`src/rtl/riscv_pkg.sv`:
```
// Shared types for the memory-side blocks: arbiter FSM states, requester
// identities and the fetch half-word select helper.
package riscv_pkg;

  typedef enum logic {
    IDLE    = 1'b0,
    RD_WAIT = 1'b1
  } arb_state_t;

  typedef enum logic {
    OWN_I = 1'b0,
    OWN_D = 1'b1
  } arb_owner_t;

  localparam logic [7:0] FETCH_BYTE_EN = 8'hFF;

  // Fetches are 32-bit; the memory beat is 64-bit and addr[2] picks the half.
  function automatic logic [31:0] fetch_word(input logic [63:0] beat,
                                             input logic        upper);
    return upper ? beat[63:32] : beat[31:0];
  endfunction

endpackage

```
`src/rtl/mem_arbiter.sv`:
```
// Two-requester arbiter (instruction fetch, data access) in front of a single-port
// memory with one outstanding read; data has priority, bounded by a starvation limit.
module mem_arbiter
  import riscv_pkg::*;
#(
  parameter int STARVE_LIMIT = 4
) (
  input  logic                                clk,
  input  logic                                rst,
  input  logic                                i_req,
  input  logic [63:0]                         i_addr,
  output logic                                i_gnt,
  output logic                                i_rvalid,
  output logic [31:0]                         i_rdata,
  input  logic                                d_req,
  input  logic                                d_wen,
  input  logic [63:0]                         d_addr,
  input  logic [63:0]                         d_wdata,
  input  logic [7:0]                          d_byte_en,
  output logic                                d_gnt,
  output logic                                d_rvalid,
  output logic [63:0]                         d_rdata,
  output logic                                m_req,
  output logic                                m_wen,
  output logic [63:0]                         m_addr,
  output logic [63:0]                         m_wdata,
  output logic [7:0]                          m_byte_en,
  input  logic                                m_ready,
  input  logic                                m_rvalid,
  input  logic [63:0]                         m_rdata,
  output arb_state_t                          dbg_state,
  output logic [$clog2(STARVE_LIMIT+1)-1:0]   dbg_starve_cnt
);

  localparam int             CW    = $clog2(STARVE_LIMIT + 1);
  localparam logic [CW-1:0]  LIMIT = CW'(STARVE_LIMIT);

  // Handshake: a requester raises *_req with stable payload and holds it until
  // the cycle its *_gnt is high (m_req & m_ready); reads complete later with a
  // one-cycle *_rvalid. Memory accepts with m_ready and answers with m_rvalid.

  arb_state_t    state_q, state_d;
  logic          lock_q, lock_d;
  arb_owner_t    lock_own_q, lock_own_d;
  arb_owner_t    owner_q, owner_d;
  logic          addr2_q, addr2_d;
  logic [CW-1:0] starve_q, starve_d;

  logic       locked_live;
  logic       issue;
  logic       accept;
  logic       is_read;
  logic       rsp;
  arb_owner_t sel;

  // A pending but unaccepted request keeps its owner even if the other side
  // would now win; the lock is only honoured while that owner still requests.
  always_comb begin
    locked_live = lock_q && ((lock_own_q == OWN_I) ? i_req : d_req);
    if (locked_live) begin
      sel = lock_own_q;
    end else if (i_req && (starve_q == LIMIT)) begin
      sel = OWN_I;
    end else if (d_req) begin
      sel = OWN_D;
    end else begin
      sel = OWN_I;
    end
    issue   = !rst && (state_q == IDLE) && (i_req || d_req);
    is_read = (sel == OWN_I) || !d_wen;
  end

  always_comb begin
    m_req     = 1'b0;
    m_wen     = 1'b0;
    m_addr    = '0;
    m_wdata   = '0;
    m_byte_en = '0;
    if (issue) begin
      m_req = 1'b1;
      if (sel == OWN_I) begin
        m_addr    = i_addr;
        m_byte_en = FETCH_BYTE_EN;
      end else begin
        m_wen     = d_wen;
        m_addr    = d_addr;
        m_wdata   = d_wdata;
        m_byte_en = d_byte_en;
      end
    end
  end

  always_comb begin
    accept   = m_req && m_ready;
    i_gnt    = accept && (sel == OWN_I);
    d_gnt    = accept && (sel == OWN_D);
    rsp      = !rst && (state_q == RD_WAIT) && m_rvalid;
    i_rvalid = rsp && (owner_q == OWN_I);
    d_rvalid = rsp && (owner_q == OWN_D);
    i_rdata  = i_rvalid ? fetch_word(m_rdata, addr2_q) : '0;
    d_rdata  = d_rvalid ? m_rdata : '0;
  end

  always_comb begin
    state_d    = state_q;
    lock_d     = lock_q;
    lock_own_d = lock_own_q;
    owner_d    = owner_q;
    addr2_d    = addr2_q;
    starve_d   = starve_q;
    case (state_q)
      IDLE: begin
        lock_d     = m_req && !m_ready;
        lock_own_d = sel;
        if (accept && is_read) begin
          state_d = RD_WAIT;
          owner_d = sel;
          addr2_d = (sel == OWN_I) ? i_addr[2] : d_addr[2];
        end
      end
      RD_WAIT: begin
        if (m_rvalid) begin
          state_d = IDLE;
        end
      end
      default: state_d = IDLE;
    endcase
    // Fairness counter only tracks data wins while a fetch is actually waiting.
    if (!i_req || i_gnt) begin
      starve_d = '0;
    end else if (d_gnt && (starve_q != LIMIT)) begin
      starve_d = starve_q + 1'b1;
    end
  end

  always_ff @(posedge clk or posedge rst) begin
    if (rst) begin
      state_q    <= IDLE;
      lock_q     <= 1'b0;
      lock_own_q <= OWN_I;
      owner_q    <= OWN_I;
      addr2_q    <= 1'b0;
      starve_q   <= '0;
    end else begin
      state_q    <= state_d;
      lock_q     <= lock_d;
      lock_own_q <= lock_own_d;
      owner_q    <= owner_d;
      addr2_q    <= addr2_d;
      starve_q   <= starve_d;
    end
  end

  assign dbg_state      = state_q;
  assign dbg_starve_cnt = starve_q;

  always_ff @(posedge clk) begin
    if (!rst) begin
      assert (!(i_gnt && d_gnt));
      assert (!(i_rvalid && d_rvalid));
    end
  end

endmodule

```
`config.mk`:
```
export PLATFORM = sky130hd
export DESIGN_NAME = mem_arbiter
export DESIGN_NICKNAME = d
export VERILOG_FILES = /design/src/rtl/riscv_pkg.sv /design/src/rtl/mem_arbiter.sv
export SDC_FILE = /design/constraint.sdc
export NUM_CORES = 1
export LEC_CHECK = 0
export BUFFER_PORTS_ARGS = -buffer_cell sky130_fd_sc_hd__clkbuf_2
export CORE_AREA = 4 4 198 200
export DETAILED_ROUTE_END_ITERATION = 12
export DIE_AREA = 0 0 202 204
export HOLD_SLACK_MARGIN = 0.12
export MAX_ROUTING_LAYER = met4
export PLACE_DENSITY = 0.3
export SLEW_MARGIN = 0
export SYNTH_ARGS = -nofsm -noshare
export SYNTH_HDL_FRONTEND = slang
export SYNTH_SLANG_ARGS = --single-unit
export TNS_END_PERCENT = 5
```
`constraint.sdc`:
```
create_clock -name clk -period 3.1 [get_ports clk]
set_clock_uncertainty 0.2 [all_clocks]
set_input_delay 0.31 -clock clk [delete_from_list [all_inputs] [get_ports clk]]
set_output_delay 0.31 -clock clk [all_outputs]
set_load 0.02 [all_outputs]
```
==> impl_metrics.py <==
metrics = {
    "place": {
        "portBuffers": 512,
        "gp_congestion": 0.850,
        "hpwlAfterDp_um": 18700,
    },
    "die": {
        "rows": 71,
        "die_y_um": 204,
        "pin_count": 513,
        "start_util_pct": 7.56,
        "fp.dieArea_um2": 41200,
        "fp.dieW_um": 202,
        "core_um2": 37400,
    },
    "power": {
        "leakage_nw": 3.83,
        "peakVddDrop_v": 0.000113,
        "seqPwrFrac_pct": 12.0,
        "totalPowerFinal_mw": 1.29,
        "switchingPower_uw": 626,
        "swShare_pct": 48.5,
        "p_per_area_nw_per_um2": 213,
        "combPwrFrac_pct": 70.5,
        "power.internal_uw": 665,
        "p_clk_share_pct": 17.5,
    },
    "logic_synthesis": {
        "ys_ff_latch": 8,
        "async_flop_share_pct": 100,
        "synth_ff_type": "dfrtp_1",
        "yosysWarnings": 0,
        "synth_cell_type_count": 30,
        "synth_top_area_cell": "nand2_1",
        "yosysSeqAreaShare_pct": 7.08,
        "synth-edff-count": 0,
        "yosysTopAreaCellShare_pct": 17.4,
        "synth_area_um2": 2830,
        "synth_fp_nets": 778,
        "synth.avg_cell_area_um2": 5.60,
        "synthTopCellsByArea": "nand2_1 (17%), and3_1 (15%), and2_1 (14%)",
        "synthCells": 505,
    },
    "timing": {
        "rsz0062_at_grt": "no",
        "period_needed_ns": 2.95,
        "finalSetupViolCount": 0,
        "hold_violations": 0,
        "fmax_ghz": 0.339,
        "drv_slew": 0,
        "fin_crit_sh_pct": 95.1,
        "worst_pin_slew_ns": 0.849,
        "fin_tns_setup_ns": 0,
        "slew_headroom_pct": 43.4,
    },
    "worst_setup_path": {
        "cp.arrival_ns": 2.44,
        "rr_endpoint": "addr2_q",
        "worstSetupPathDepth": 8,
        "critPathCapture": "m_addr[7]",
        "regToRegSetupSlack_ns": 0.83,
        "crit_family": "simple AND/OR/NAND/NOR gates",
        "start_kind": "flop",
        "crit_buf_inv": 3,
        "path_class": "reg -> out",
        "reg2reg_depth": 7,
        "crit_start": "dbg_starve_cnt[0]",
        "worstPathMaxFanout": 56,
        "r2r_start": "dbg_starve_cnt[0]",
        "end_kind": "output pin",
        "path_cells": "inv_1, ha_1, nand4b_1, and3_4, buf_12, nand2_1, a21oi_1, clkbuf_2",
        "max_stage_delay_ns": 0.49,
        "required_ns": 2.59,
        "cpMaxStageDelayCell": "and3_4",
    },
    "clock_network": {
        "cts.sinks": 8,
        "cts.path.max_buffers": 2,
        "path_clk_slew_ns": 0.04,
        "htreeDepth": 1,
        "cts_root_buffer": "clkbuf_16",
        "clk_latency_ns": 0.23,
        "numCtsBuffers": 3,
        "cts_tree": "done",
    },
    "detailed_routing": {
        "firstDrtPassIters": 4,
        "drc": 0,
        "wl_per_cell_um": 14.7,
        "ant_nets": 0,
        "routed_wl_um": 21900,
        "via_count": 5248,
        "dr.first_iter.drc_count": 270,
        "vias_per_cell": 3.52,
    },
    "cells_and_area": {
        "finish.net_count": 1254,
        "nFillCells": 4440,
        "fin_util_pct": 16.2,
        "area_delta_synth_final_pct": 114,
        "drive_gt1_share_pct": 54.4,
    },
    "global_route": {
        "grt_first_pass_wirelength_um": 30900,
        "grt.total_usage_pct": 9.74,
        "grt_max_degree": 74,
        "grt_overflow": 0,
        "grt_pass1_vias": 5076,
        "antenna_found_initial": 2,
    },
    "outcome": {
        "outcome": "finished clean",
    },
    "worst_hold_path": {
        "hold_class": "in -> reg",
    },
    "run": {
        "drv_cap": 0,
    },
}
-- layout make-up --
class | instances | area, um2 | share of cell area [%]
timing repair buffer | 523 | 2710 | 44.8
multi-input combinational | 437 | 2380 | 39.4
tap | 511 | 639 | 10.6
sequential | 8 | 201 | 3.33
clock buffer | 4 | 78.8 | 1.30
inverter | 8 | 30.0 | 0.496
antenna | 2 | 5.00 | 0.0827
-- power groups by stage --
stage | clock network [mW] | registers [mW] | logic (mW)
final | 0.226 | 0.155 | 0.910
after floorplan | 0 | 0.127 | 0.527
after CTS | 0.228 | 0.157 | 0.928
after detailed placement | 0 | 0.158 | 0.923
after global routing | 0.236 | 0.159 | 0.995
after global placement | 0 | 0.160 | 0.931
-- metal layers --
metal | wire length [um] | global-route usage [%]
met3 | 1920 | 2.57
met5 | 0 | -
met1 | 8720 | 11.2
met2 | 11200 | 17.7
met4 | 116 | 0.757
-- worst min path at each step --
stage	from	end	slack, ns	cells past startpoint
2_1_floorplan	rst	addr2_q	-0.06	1
3_3_place_gp	rst	lock_q	0.10	3
3_5_place_dp	rst	lock_q	0.12	3
4_1_cts	m_rvalid	dbg_state	0.16	3
5_1_grt	m_rvalid	dbg_state	0.18	3
6_report	m_rvalid	dbg_state	0.16	3
-- flip-flops by register name, summed over array words and instances (netlist names) --
name,cells
addr2_q,1
dbg_starve_cnt,3
dbg_state,1
lock_own_q,1
lock_q,1
owner_q,1
-- kinds of logic (layout without fill, tap and decap cells) --
kind of cell,Yosys count,count (layout),synth area share (%)
other,0,2,0
AOI/OAI and AO/OA,78,78,14.7
and+or+nand+nor,325,325,56.4
muxes,32,32,11.3
buffers and inverters,60,535,9.60
DFF,8,8,7.08
adders and majority gates,2,2,0.885
-- synth_stat cells (7+ instances only) --
cell / n
dfrtp_1: 8
a21oi_1: 66
nand2_1: 131
and3_1: 66
mux2i_1: 32
clkbuf_1: 29
nor2_1: 53
inv_1: 7
and2_1: 65
buf_2: 16
buf_4: 7
-- placed cells by master, fill, tap and decap left out, types with 2 or more instances in the layout --
cell,count
mux2i_1,32
o21ai_0,2
clkbuf_2,512
buf_12,5
dfrtp_1,7
nand3b_1,2
o22a_1,2
a31oi_1,2
nor2_1,53
and3_1,65
nand2_1,131
a21oi_1,66
clkbuf_16,3
diode_2,2
buf_4,5
nand4b_1,2
ha_1,2
and2_1,65
inv_1,7
-- stage by stage --
stage | area, um2 | hold WS [ns] | cells | setup slack [ns]
5_1_grt | 6050 | 0.180 | 1493 | 0.0189
3_5_place_dp | 5960 | 0.119 | 1486 | 0.413
4_1_cts | 6040 | 0.159 | 1491 | 0.157
6_report | 6050 | 0.155 | 1493 | 0.151
3_3_place_gp | 5960 | 0.104 | 1486 | 0.436
2_1_floorplan | 2830 | -0.0609 | 505 | 0.719
-- worst register-to-register path, stage by stage (launching register included) --
cell	delay [ns]
dfrtp_1	0.42
inv_1	0.07
ha_1	0.22
nand4b_1	0.19
and3_4	0.49
buf_12	0.26
a21oi_1	0.11
o22a_1	0.20
-- timing repair --
action,in CTS,in global routing
hold buffers,1,0
setup buffers,0,0
hold endpoints to repair,8,0
endpoints found under the setup margin,0,0
resized for setup,0,0
Power figures use the tool's default switching activity.
